[src/rtl/fpu_div_seq.sv]
// Sequential signed fixed-point divider: quotient = dividend / divisor.
// Restoring radix-2 division on magnitudes, one quotient bit per CALC cycle,
// followed by sign fixup and saturation to the signed WIDTH-bit range.
//
// Handshakes: a transfer happens on a rising edge where valid && ready are
// both high. in_ready is high only in IDLE and out_valid only in DONE. The
// result and flags hold steady while out_valid is high and out_ready is low.
module fpu_div_seq #(
  parameter int FRAC_BITS = 48,
  parameter int WIDTH     = 64
) (
  input  logic             clk,
  input  logic             reset_n,
  input  logic             in_valid,
  output logic             in_ready,
  input  logic [WIDTH-1:0] dividend,
  input  logic [WIDTH-1:0] divisor,
  output logic             out_valid,
  input  logic             out_ready,
  output logic [WIDTH-1:0] quotient,
  output logic             div_zero,
  output logic             overflow,
  output logic [1:0]       state_dbg
);

  localparam int ITER = WIDTH + FRAC_BITS;
  localparam int CW   = $clog2(ITER);
  localparam logic [CW-1:0]    CNT_LOAD = CW'(ITER - 1);
  localparam logic [WIDTH-1:0] MAX_POS  = {1'b0, {(WIDTH-1){1'b1}}};
  localparam logic [WIDTH-1:0] MIN_NEG  = {1'b1, {(WIDTH-1){1'b0}}};

  typedef enum logic [1:0] {
    IDLE = 2'd0,
    CALC = 2'd1,
    DONE = 2'd2
  } state_t;

  state_t state, state_nxt;

  logic [CW-1:0]    cnt;
  // Numerator bits leave at the top while quotient bits enter at the bottom;
  // after ITER shifts this register holds the full magnitude quotient.
  logic [ITER-1:0]  work;
  logic [WIDTH:0]   rem;
  logic [WIDTH-1:0] div_mag;
  logic             sign;

  logic             accept;
  logic             div_is_zero;
  logic [WIDTH-1:0] a_mag;
  logic [WIDTH-1:0] b_mag;
  logic [WIDTH:0]   rem_sh;
  logic [WIDTH:0]   diff;
  logic             q_bit;
  logic [WIDTH:0]   rem_nxt;
  logic [ITER-1:0]  work_nxt;
  logic             pos_ovf;
  logic             neg_ovf;
  logic [WIDTH-1:0] res;
  logic             res_ovf;

  assign in_ready    = (state == IDLE);
  assign out_valid   = (state == DONE);
  assign state_dbg   = state;
  assign accept      = in_valid && in_ready;
  assign div_is_zero = (divisor == '0);
  // Unsigned magnitudes: the most negative operand maps exactly onto 2^(W-1).
  assign a_mag = dividend[WIDTH-1] ? (~dividend + 1'b1) : dividend;
  assign b_mag = divisor[WIDTH-1]  ? (~divisor + 1'b1)  : divisor;

  // State register.
  always_ff @(posedge clk or negedge reset_n) begin
    if (!reset_n) state <= IDLE;
    else          state <= state_nxt;
  end

  // Next-state logic; a zero divisor skips the iteration entirely.
  always_comb begin
    state_nxt = state;
    case (state)
      IDLE: if (in_valid) state_nxt = div_is_zero ? DONE : CALC;
      CALC: if (cnt == '0) state_nxt = DONE;
      DONE: if (out_ready) state_nxt = IDLE;
      default: state_nxt = IDLE;
    endcase
  end

  // One restoring step plus the sign fixup and saturation of the final quotient.
  always_comb begin
    rem_sh   = {rem[WIDTH-1:0], work[ITER-1]};
    diff     = rem_sh - {1'b0, div_mag};
    q_bit    = ~diff[WIDTH];
    rem_nxt  = q_bit ? diff : rem_sh;
    work_nxt = {work[ITER-2:0], q_bit};
    pos_ovf  = |work_nxt[ITER-1:WIDTH-1];
    neg_ovf  = (|work_nxt[ITER-1:WIDTH]) |
               (work_nxt[WIDTH-1] & (|work_nxt[WIDTH-2:0]));
    res      = work_nxt[WIDTH-1:0];
    res_ovf  = 1'b0;
    if (sign) begin
      res_ovf = neg_ovf;
      res     = neg_ovf ? MIN_NEG : (~work_nxt[WIDTH-1:0] + 1'b1);
    end else begin
      res_ovf = pos_ovf;
      res     = pos_ovf ? MAX_POS : work_nxt[WIDTH-1:0];
    end
  end

  // Datapath: operand capture, iteration, and result registers written only
  // when entering DONE.
  always_ff @(posedge clk or negedge reset_n) begin
    if (!reset_n) begin
      cnt      <= '0;
      work     <= '0;
      rem      <= '0;
      div_mag  <= '0;
      sign     <= 1'b0;
      quotient <= '0;
      div_zero <= 1'b0;
      overflow <= 1'b0;
    end else if (accept) begin
      cnt     <= CNT_LOAD;
      work    <= {a_mag, {FRAC_BITS{1'b0}}};
      rem     <= '0;
      div_mag <= b_mag;
      sign    <= dividend[WIDTH-1] ^ divisor[WIDTH-1];
      if (div_is_zero) begin
        quotient <= dividend[WIDTH-1] ? MIN_NEG : MAX_POS;
        div_zero <= 1'b1;
        overflow <= 1'b0;
      end
    end else if (state == CALC) begin
      cnt  <= cnt - 1'b1;
      work <= work_nxt;
      rem  <= rem_nxt;
      if (cnt == '0) begin
        quotient <= res;
        div_zero <= 1'b0;
        overflow <= res_ovf;
      end
    end
  end

endmodule

[config.mk]
export PLATFORM = sky130hd
export DESIGN_NAME = fpu_div_seq
export DESIGN_NICKNAME = d
export VERILOG_FILES = /design/src/rtl/fpu_div_seq.sv
export SDC_FILE = /design/constraint.sdc
export NUM_CORES = 1
export LEC_CHECK = 0
export CORE_MARGIN = 10
export CORE_UTILIZATION = 55
export DETAILED_ROUTE_END_ITERATION = 8
export PLACE_DENSITY = 0.77
export SYNTH_ARGS = -nofsm -noshare
export SYNTH_HDL_FRONTEND = slang
export SYNTH_SLANG_ARGS = --single-unit
[constraint.sdc]
create_clock -name clk -period 8 [get_ports clk]
set_clock_uncertainty 0.2 [all_clocks]
set_input_delay 1.2 -clock clk [delete_from_list [all_inputs] [get_ports clk]]
set_output_delay 1.2 -clock clk [all_outputs]
set_load 0.01 [all_outputs]
### Word level (Yosys, flattened, before mapping)

Cells that the tools add are included.

| word-level totals | value |
|---|---|
| memory bits (read-only) | 0 |
| input port bits | 132 |
| bits in latches | 0 |
| memories | 0 |
| output and inout bits | 70 |
| word-level logic and storage cells | 69 |
| register bits after elaboration | 316 |
| RAM bits | 0 |

| operators by class | value |
|---|---|
| bitwise logic cells | 7 |
| multipliers | 0 |
| mux-type cells | 31 |
| reduce and logical (&&, ||, !) cells | 11 |
| div/mod/pow operators | 0 |
| add/subtract/negate cells | 5 |
| shift-type cells | 0 |
| equal/unequal tests | 6 |
| order comparisons | 0 |

Operators with widths:

| cell | number |
|---|---|
| $mux 64 | 13 |
| $mux 112 | 2 |
| $add 64x1->64 const B | 3 |
| $not 64->64 | 3 |
| $sub 65x64->65 | 1 |
| $logic_not 64->1 | 1 |
| $reduce_or 63->1 | 1 |
| $reduce_or 49->1 | 1 |
| $reduce_or 48->1 | 1 |
| $mux 7 | 2 |
| $mux 1 | 9 |
| $mux 2 | 4 |
| $logic_not 7->1 | 1 |
| $sub 7x1->7 const B | 1 |
| $pmux 2 s3 | 1 |
| $reduce_and 3->1 | 2 |
| $ne 2x1->1 const B | 2 |
| $ne 2x2->1 const B | 2 |
| $reduce_bool 2->1 | 2 |
| $eq 2x1->1 const B | 1 |
| $eq 2x2->1 const B | 1 |
| $logic_not 2->1 | 1 |
| $and 1x1->1 | 1 |
| $logic_and 1x1->1 | 1 |
| other kinds (3) | 3 |

### Logic depth before layout (Yosys ltp)

Gate-level depths: netlist of run 1.

| depth | value |
|---|---|
| depth after elaboration | 10 |
| gate-level depth with buffers | 23 |
| depth with buffers taken out | 20 |

### Least setup slack after synthesis of run 1

OpenSTA, ideal clock, no wires.

| timing path | value |
|---|---|
| kind | flip-flop to flip-flop |
| from | register work[111] |
| to | register quotient[62] |
| buffers on the path | 3 |
| arrival | 4.892 ns |
| path slack | 2.774 ns |
| cell stages (with the launch flop) | 24 |
| period minus slack after synthesis | 5.226 ns |
| data required time | 7.667 ns |
| setup time | 0.133 ns |
| cell sequence | dfrtp_1 > inv_1 > ha_1 > fa_1 > nor2b_1 > o21ai_0 > a21oi_1 > o21ai_0 > a311o_1 > and2_1 > o221ai_1 > clkbuf_1 > clkbuf_1 > clkbuf_1 > ha_1 > nand2_1 > nor2_1 > nand2_1 > nor2_1 > nand2_1 > nor2_1 > nand3b_1 > xnor2_1 > o22ai_1 |

| between the ends | value |
|---|---|
| longest elaborated chain between the ends | 10 |
| elaborated cells between the ends (all ways) | 12 |
| those cells by class | 2 x add/sub; 5 x mux; 4 x bitwise; 1 x reduce/logical |

Ends and longest elaborated chain:

| what | RTL line | text |
|---|---|---|
| start, declared | 43 | `logic [ITER-1:0] work;` |
| start signal, assigned | 123 | `work <= {a_mag, {FRAC_BITS{1'b0}}};` |
| start signal, assigned | 134 | `work <= work_nxt;` |
| $sub 65x64->65 * | 91 | `diff = rem_sh - {1'b0, div_mag};` |
| $not 1->1 * | 92 | `q_bit = ~diff[WIDTH];` |
| branches (longest 3 deep; another with $add 64x1->64) | -- |  |
| $mux 64 * | 102 | `res = neg_ovf ? MIN_NEG : (~work_nxt[WIDTH-1:0] + 1'b1);` |
| $mux 64 * | 100 | `if (sign) begin` |
| $mux 64 * | 136 | `if (cnt == '0) begin` |
| $mux 64 * | 132 | `end else if (state == CALC) begin` |
| $mux 64 * | 121 | `end else if (accept) begin` |
| end signal, assigned | 128 | `quotient <= dividend[WIDTH-1] ? MIN_NEG : MAX_POS;` |
| end signal, assigned | 137 | `quotient <= res;` |
| end, declared | 20 | `output logic [WIDTH-1:0] quotient,` |

Mark *: on every way between the ends. The select of a mux whose other input is x is not followed.
A chain may end at the register's enable or synchronous reset.

### Worst setup path after layout of run 1

| timing path | value |
|---|---|
| from | register work[111] |
| to | register quotient[40] |

The elaborated chain is that of the path after synthesis.

==> results_dict.tcl, run 1 <==
set metrics [dict create \
    status "completed" \
    synth_area_per_cell_um2 8.01 \
    root_buffer "clkbuf_16" \
    worstSetupStartpointType "flop" \
    tightest_slew_ns 1.29 \
    hp-start "div_mag[40]$_DFFE_PN0P_" \
    seq_area_frac_synth_pct 37.4 \
    die_h_um 216 \
    antenna_found_initial 0 \
    postCtsHoldBufs 0 \
    cp.required_ns 8.24 \
    hpwl_um 42700 \
    powerDensity_nw_per_um2 434 \
    cp_max_fo 70 \
    final_util_pct 65.3 \
    first_pass_iters 6 \
    ys_warn_count 0 \
    grt_first_pass_wirelength_um 100000 \
    cp_num_buf_inv 4 \
    slowest_stage "buf_4" \
    cp_cell_sequence "inv_1, ha_1, fa_1, nor2b_1, o21ai_0, a21oi_1, o21ai_0, a311o_1, and2_1, o221ai_4, buf_4, buf_4, nand4b_1, nor2b_1, o211ai_1, buf_4, o21ai_0" \
    hold_path_class "flop to flop" \
    via_per_inst 6.07 \
    finalPower_mw 10.7 \
    die_area_um2 46700 \
    rows 71 \
    p_leak_nw 10.2 \
    cts.sinks 316 \
    regArea_um2 7910 \
    synth_flop_cell "dfrtp_1" \
    drc 0 \
    grt_usage_pct 25.4 \
    whs_path_depth 2 \
    core_um2 37800 \
    grt_pass1_vias 19500 \
    die_x_um 216 \
    ctsResizeCount 0 \
    postPlaceCellArea_um2 23400 \
    cts_buffers 37 \
    gp_congestion 0.986 \
    tns_ns 0 \
    fin_area_um2 24700 \
    synthArstFlopShare_pct 100 \
    port_buffers 201 \
    critPathCaptureType "flop" \
    start_util_pct 55.9 \
    pin_count 202 \
    slowest_delay_ns 0.65 \
    crit_family "compound AO/OA/AOI/OAI gates" \
    post_layout_nonfiller_instances 3263 \
    regToRegStartpoint "work[111]$_DFFE_PN0P_" \
    preCtsSetupSlack_ns 1.76 \
    drt_first_iter_violations 1503 \
    setup-violations-final 0 \
    layout.nets 2925 \
    area_growth_pct 16.8 \
    peakVddDrop_mv 0.223 \
    whs_endpoint "div_mag[40]$_DFFE_PN0P_" \
    cp.arrival_ns 5.92 \
    insertion_delay_ns 0.54 \
    cap_violations 0 \
    crit_cells 17 \
    placed_cells 3195 \
    relSlewSlack_pct 14.0 \
    reg2reg_to "quotient[40]$_DFFE_PN0P_" \
    rsz0062_at_grt "no" \
    cts_tree "done" \
    htree_num_levels 2 \
    nFillCells 3285 \
    via_count 19800 \
    synth_area_um2 21200 \
    syn_nets 2843 \
    drive_above_1_share_pct 4.32 \
    finalCritPeriodShare_pct 71.0 \
    drv_slew 0 \
    postCtsSetupRepairBufs 0 \
    clk_transition_reported_paths_ns 0.06 \
    wl_per_cell_um 18.7 \
    multi_input_area_um2 12300 \
    clk_path_buf_depth 3 \
    yosysUniqueCellTypes 74 \
    grt_max_degree 108 \
    antenna_cells 0 \
    max_clock_freq_mhz 176 \
    period_needed_ns 5.68 \
    grt.overflow.total 0 \
    worst_slack_ns 2.32 \
    ant_nets 0 \
    rrSetupSlack_ns 2.32 \
    routed_wl_um 61100 \
    worstSetupPathType "flop to flop" \
    syn_inst 2641 \
    hold_viol 0 \
    synth_edf_count 0 \
    whs_ns 0.280 \
    reg2reg_depth 17 \
    synth-seq-cells 316 \
]
cells in the final DEF (no fill, tap or decap), drive strengths merged, types with 11 or more instances in the layout:
| cell type | n |
|---|---|
| a21o | 32 |
| a21oi | 253 |
| a22o | 23 |
| a22oi | 61 |
| a31oi | 11 |
| buf | 21 |
| clkbuf | 53 |
| clkdlybuf4s50 | 198 |
| dfrtp | 316 |
| ha | 69 |
| inv | 101 |
| mux2i | 18 |
| nand2 | 332 |
| nand2b | 13 |
| nand3 | 39 |
| nand4 | 26 |
| nor2 | 195 |
| nor2b | 23 |
| nor3 | 56 |
| nor4 | 42 |
| o21ai | 389 |
| o21bai | 14 |
| o31ai | 34 |
| o41ai | 20 |
| or3 | 27 |
| or4 | 30 |
| xnor2 | 67 |
| xor2 | 163 |
Yosys cell counts, types with 5 or more instances:
master,n,area [um2]
buf_1,19,71.3
o21bai_1,14,105
nand3_1,39,195
nor4_1,41,257
nor3_1,56,280
a21oi_1,253,1270
and3_1,8,50.1
a21o_1,32,240
nor2_1,195,732
nand2b_1,13,81.3
ha_1,69,863
or4_4,5,56.3
o211ai_1,6,45.0
or2_2,6,37.5
inv_1,98,368
o41ai_1,19,166
and2_1,9,56.3
nand2_1,332,1250
or3_1,24,150
mux2i_1,18,180
nand4_1,26,163
a22o_1,23,201
xor2_1,163,1430
nand3b_1,7,52.6
xnor2_1,67,587
nor2b_1,23,144
a31oi_1,11,68.8
or4_1,25,188
a32oi_1,5,43.8
a21boi_0,5,37.5
o21a_1,7,52.6
a211o_1,5,43.8
a22oi_1,61,458
a211oi_1,7,52.6
o31ai_1,33,248
dfrtp_1,316,7910
clkbuf_1,155,582
o21ai_0,385,1930
kinds of logic after synthesis:
| group | synth area share, % |
|---|---|
| AO/OA/AOI/OAI | 25.1 |
| buffers and inverters | 4.89 |
| AND/OR/NAND/NOR | 18.1 |
| XOR/XNOR | 9.52 |
| adder cells (fa/ha/maj) | 4.18 |
| multiplexers | 0.905 |
| flip-flops | 37.4 |
metal layers:
layer  part of all wire (%)  vias up  global-route usage, %
met5                      0        -                      0
met4                    2.8        0                   8.30
met3                    5.7      101                   3.34
met2                     47      656                   42.8
met1                     44     9522                   33.0
li1                       -     9520                      -
layout make-up:
type / count / area share [%]
clock buffer: 53 / 4.65
sequential: 316 / 32.0
tap: 511 / 2.59
multi-input combinational: 2050 / 49.7
timing repair buffer: 219 / 8.67
inverter: 99 / 1.50
clock inverter: 15 / 0.881
worst reg2reg max path, cell delays in order, from the launching register on:
cell and delay [ns]:
dfrtp_1 0.35, inv_1 0.06, ha_1 0.22, fa_1 0.40
nor2b_1 0.13, o21ai_0 0.13, a21oi_1 0.28, o21ai_0 0.24
a311o_1 0.52, and2_1 0.30, o221ai_4 0.27, buf_4 0.53
buf_4 0.66, nand4b_1 0.31, nor2b_1 0.23, o211ai_1 0.12
buf_4 0.37, o21ai_0 0.29
sequential cells by signal, summed over array words and instances (netlist names):
name	cells
cnt	7
div_mag	64
div_zero	1
overflow	1
quotient	64
rem	64
sign	1
state_dbg	2
work	112
worst max-delay path by stage:
stage	startpoint	to	slack, ns
2_1_floorplan	work[111]$_DFFE_PN0P_	quotient[62]$_DFFE_PN0P_	2.77
3_3_place_gp	divisor[17]	quotient[14]$_DFFE_PN0P_	1.90
3_5_place_dp	divisor[17]	quotient[15]$_DFFE_PN0P_	1.76
4_1_cts	div_mag[0]$_DFFE_PN0P_	quotient[40]$_DFFE_PN0P_	2.31
5_1_grt	work[111]$_DFFE_PN0P_	quotient[47]$_DFFE_PN0P_	1.96
6_report	work[111]$_DFFE_PN0P_	quotient[40]$_DFFE_PN0P_	2.32
power by group:
group	switching (mW)	internal, mW	leakage (nW)	total (mW)
Clock	0.696	1.16	0.665	1.86
Combinational	3.58	2.40	5.89	5.98
Sequential	0.626	2.27	3.69	2.90
Total	4.90	5.84	10.2	10.7
Note: power is estimated with default switching activity, not from simulation.
==> run 2, diff against run 1 <==
Settings changed: CORE_UTILIZATION 55 to 53, PLACE_DENSITY 0.77 to 0.78.
Clock period 8 ns to 5.2 ns, I/O delays scaled along.
==> results_dict.tcl, run 2 (synthesis results as in run 1) <==
set metrics [dict create \
    p_leak_nw 10.3 \
    regArea_um2 7910 \
    hold_viol 0 \
    area_growth_pct 16.8 \
    via_count 19800 \
    cp_cell_sequence "inv_1, ha_1, fa_1, nor2b_1, o21ai_0, a21oi_2, o21ai_0, a311o_1, and2_1, o221ai_4, ha_1, nand2_1, nor2_2, nand2_1, nor2_1, nand2_1, buf_4, nor4_1, xor2_1, o21ai_0" \
    worstSetupStartpointType "flop" \
    use_met3_pct 3.61 \
    die_h_um 220 \
    rsz0062_at_grt "no" \
    finalCritPeriodShare_pct 94.0 \
    rrSetupSlack_ns 0.31 \
    routed_wl_um 61500 \
    ctsResizeCount 0 \
    rows 73 \
    reg2reg_depth 20 \
    layout.nets 2950 \
    core_um2 39600 \
    die_area_um2 48300 \
    htree_num_levels 2 \
    drt_first_iter_violations 1940 \
    postCtsHoldBufs 0 \
    cts.sinks 316 \
    grt_pass1_vias 19300 \
    wl_per_cell_um 18.7 \
    multi_input_area_um2 12300 \
    relSlewSlack_pct 18.8 \
    first_pass_iters 9 \
    p_sw_mw 7.58 \
    worstSetupPathType "flop to flop" \
    p_seq_share_pct 27.6 \
    regMostFlops "work" \
    postCtsSetupRepairBufs 0 \
    layout_commonest_cell "o21ai_0" \
    clk_path_buf_depth 3 \
    peakVddDrop_mv 0.373 \
    finalPower_mw 16.2 \
    grt.overflow.total 0 \
    cts_tree "done" \
    cp.required_ns 5.41 \
    critPathCaptureType "flop" \
    pin_count 202 \
    hpwl_um 43700 \
    final_cell_mix "o21ai_0 (385), nand2_1 (330), dfrtp_1 (316), a21oi_1 (252), clkdlybuf4s50_1 (198)" \
    drc 0 \
    cts_buffers 36 \
    gr-max-usage-layer "met2" \
    port_buffers 201 \
    grt_max_degree 118 \
    root_buffer "clkbuf_16" \
    drive_above_1_share_pct 4.94 \
    powerDensity_nw_per_um2 654 \
    antenna_found_initial 0 \
    ant_nets 0 \
    antenna_cells 0 \
    largest_register_ffs 112 \
    via_per_inst 6.01 \
    met2_usage_pct 40.7 \
    switching_share_pct 46.9 \
    hold_path_class "primary input to asynchronous set/reset pin" \
    reg2reg_to "quotient[58]$_DFFE_PN0P_" \
    slowest_delay_ns 0.47 \
    post_layout_nonfiller_instances 3298 \
    grt_usage_pct 24.7 \
    max_clock_freq_mhz 205 \
    cp_max_fo 6 \
    placed_cells 3235 \
    start_util_pct 53.4 \
    p_int_mw 8.57 \
    slowest_stage "a311o_1" \
    nFillCells 3424 \
    status "completed" \
    drv_slew 0 \
    die_x_um 220 \
    tightest_slew_ns 1.22 \
    grt.met1_usage_pct 32.9 \
    cap_violations 0 \
    regToRegStartpoint "work[111]$_DFFE_PN0P_" \
    clk_transition_reported_paths_ns 0.06 \
    crit_start "work[111]$_DFFE_PN0P_" \
    insertion_delay_ns 0.55 \
    grt_first_pass_wirelength_um 99100 \
    clkPwrFrac_pct 14.9 \
    period_needed_ns 4.89 \
    cp.arrival_ns 5.10 \
    pwr-share-comb_pct 57.5 \
    setup-violations-final 0 \
    gp_congestion 0.951 \
]
[run 2: worst max-delay path by stage]
stage | end | slack, ns | cells after the start
after floorplan | quotient[62]$_DFFE_PN0P_ | 0.08 | 23
after global placement | work[92]$_DFFE_PN0P_ | 0.12 | 11
after detailed placement | work[92]$_DFFE_PN0P_ | -0.03 | 11
after CTS | quotient[62]$_DFFE_PN0P_ | 0.20 | 20
after global routing | quotient[58]$_DFFE_PN0P_ | 0.008 | 20
final | quotient[58]$_DFFE_PN0P_ | 0.31 | 20
[run 2: worst max-delay path: cells and delay by family, from the launching register on]
| kind | cells | cell delay (ns) |
|---|---|---|
| AND/OR/NAND/NOR | 8 | 1.48 |
| flip-flops | 1 | 0.34 |
| adder cells (fa/ha/maj) | 3 | 0.85 |
| AO/OA/AOI/OAI | 6 | 1.42 |
| XOR/XNOR | 1 | 0.17 |
| buffers and inverters | 2 | 0.28 |
[run 2: area by class of cell]
| type | count | area share, % |
|---|---|---|
| Clock buffer | 49 | 4.01 |
| Clock inverter | 14 | 0.436 |
| Inverter | 99 | 1.50 |
| Multi-Input combinational cell | 2050 | 49.8 |
| Sequential cell | 316 | 32.0 |
| Tap cell | 525 | 2.66 |
| Timing Repair Buffer | 245 | 9.56 |
[run 2: power by group through the flow]
| stage | combinational (mW) | clock [mW] | sequential [mW] |
|---|---|---|---|
| floorplan | 7.17 | 0 | 4.12 |
| global placement | 8.93 | 0 | 4.41 |
| detailed placement | 9.16 | 0 | 4.46 |
| CTS | 9.20 | 2.45 | 4.43 |
| global route | 10.4 | 2.55 | 4.59 |
| finish | 9.29 | 2.41 | 4.46 |
[run 2: per-layer routing]
layer / vias to the layer above / part of all wire, %
met5: - / 0
met4: 0 / 2.8
met3: 110 / 6.2
met2: 666 / 47
met1: 9477 / 44
li1: 9572 / -
[run 2: stage by stage]
| step | TNS (ns) | cell area [um2] | worst slack (ns) | hold WS (ns) | utilization, % |
|---|---|---|---|---|---|
| 4_1_cts | 0 | 24700 | 0.203 | 0.0887 | 62.3 |
| 3_5_place_dp | -0.0276 | 23600 | -0.0276 | 0.270 | 59.5 |
| 5_1_grt | 0 | 24700 | 0.00847 | 0.133 | 62.3 |
| 3_3_place_gp | 0 | 23600 | 0.117 | 0.265 | 59.5 |
| 2_1_floorplan | 0 | 21200 | 0.0755 | 0.250 | - |
| 6_report | 0 | 24700 | 0.312 | 0.0389 | 62.3 |
==> RTL change (settings of run 2) <==
Register the output `state_dbg` once more, without a reset; this adds one clock of latency there. The other outputs are not delayed to match.
--- a/src/rtl/fpu_div_seq.sv
+++ b/src/rtl/fpu_div_seq.sv
@@ -63,3 +63,5 @@
   assign out_valid   = (state == DONE);
-  assign state_dbg   = state;
+  always_ff @(posedge clk) begin
+    state_dbg <= state;
+  end
   assign accept      = in_valid && in_ready;
Behaviour: not the same (Yosys sat finds a counterexample within 4 cycles, from zero or initial values and one cycle with reset_n low).
==> RTL change against run 2 <==
  * Via count grew 0.60%
  * Synthesized area fell by 1.3%
  * Wire length rose by 2.3%
  * Setup slack lost 60 ps
  * Sequential cell count up 2
  * Final area increased by 0.33%
  * Largest cell class unchanged
Power is not compared: it rests on default switching activity, and its combinational part moved more than twofold at a synthesized area within 25%.
==> RTL change: results (changes against run 2) <==
| Metric | Value |
|---|---|
| Status | finished, final reports clean |
| H-tree depth | 2 (unchanged) |
| Largest cells by area after synthesis | dfrtp_1 38%, o21ai_0 9.2%, xor2_1 6.6% |
| Layout Cells excl Fill | 3207 (-2.8%) |
| TritonCTS Buffers | 37 (+2.8%) |
| Inst Count DP | 3141 (-2.9%) |
| 1st-iter DRT viols | 2009 (+3.6%) |
| Crit share post-route | 0.952 (+0.0115) |
| Layout net count | 2864 (-2.9%) |
| R2R depth | 18 (-10%) |
| Syn Area/Cell | 8.32 um2 (+3.8%) |
| Gpl congestion | 0.997 (+4.8%) |
| Most instantiated cells after synthesis | 384 x o21ai_0, 329 x nand2_1, 316 x dfrtp_1 |
| DP Area | 23500 um2 (-0.40%) |
| Routed length on met3 | 4.58 mm (+19%) |
| Distinct cell type count of the synthesized netlist | 83 (+12%) |
| Avg WL per Cell | 19.6 um (+5.2%) |
| Ys async rst share | 0.994 (-0.00629) |
| Met2 WL post-DR | 28.9 mm (-0.88%) |
| Total GRT Usage | 0.258 (+0.0110) |
| First-pass GRT wire length | 102 mm (+3.0%) |
| Port Buffers | 201 (unchanged) |
| Crit-path slowest cell | dfrtp_1 |
| Vias in the first global route | 19800 (+2.6%) |
| First-pass detailed-route iteration total | 6 (-3) |
| Initial antenna violation count | 2 (+2) |
| Synth Net Count | 2711 (-4.6%) |
| Sequential area share after synthesis | 0.381 (+0.00703) |
| Largest net degree at the start of global routing | 123 (+4.2%) |
| Worst-Skew Late Latency | 580 ps (+30 ps) |
| Dpl ws | 17.3 ps (+44.9 ps) |
| Avg Vias per Cell | 6.22 (+3.4%) |
| Max Used Layer | met5 |
| Min Hold Slack | 86.0 ps (+47.2 ps) |
| Worst-margin pin slew | 995 ps (-221 ps) |
| Capture point of the worst path | quotient[60]$_DFFE_PN0P_ |
| CP startpoint | rem[4]$_DFFE_PN0P_ |
| Metal-1 WL | 27.1 mm (+1.3%) |
| Dpl hpwl | 45.2 mm (+3.3%) |
| R2R Setup Slk | 250 ps (-60 ps) |
| Clk root buf | clkbuf_16 |
| Share of post-route cells with drive strength above 1 | 0.0729 (+0.0235) |
| Largest buffer count on any clock path | 3 (unchanged) |
| Slowest cell delay on critical path | 400 ps (-70 ps) |
==> RTL change: cell types whose count changed after synthesis, sizes merged, moves of 15 or more <==
cell	run 2	this run
nor2	195	125
clkbuf	155	137
or3	27	42
xnor2	67	39
a21oi	253	150
o31ai	34	55
==> RTL change: layer usage <==
metal	vias up	global-route usage
met4	4	0.111
met2	773	0.409
met1	9597	0.341
met3	146	0.0461
met5	-	0
li1	9423	-
==> RTL change: cell type report <==
cell class,count,area [um2]
clock buffers,53,1090
repair buffers,264,2500
fillers,3206,14000
well taps,518,648
clock inverters,13,126
inverters,95,357
flip-flops and latches,318,7950
multi-input cells,1946,12100
==> RTL change: logic make-up (layout without fill, tap and decap cells) <==
logic type                 Yosys count  count (layout)  synth area share
AOI/OAI and AO/OA                  881             881             0.259
and+or+nand+nor                    781             781             0.181
DFF                                318             318             0.381
buffers and inverters              245             425            0.0461
xor gates and xnor gates           196             196            0.0822
adders and majority gates           70              70            0.0423
muxes                               18              18           0.00863
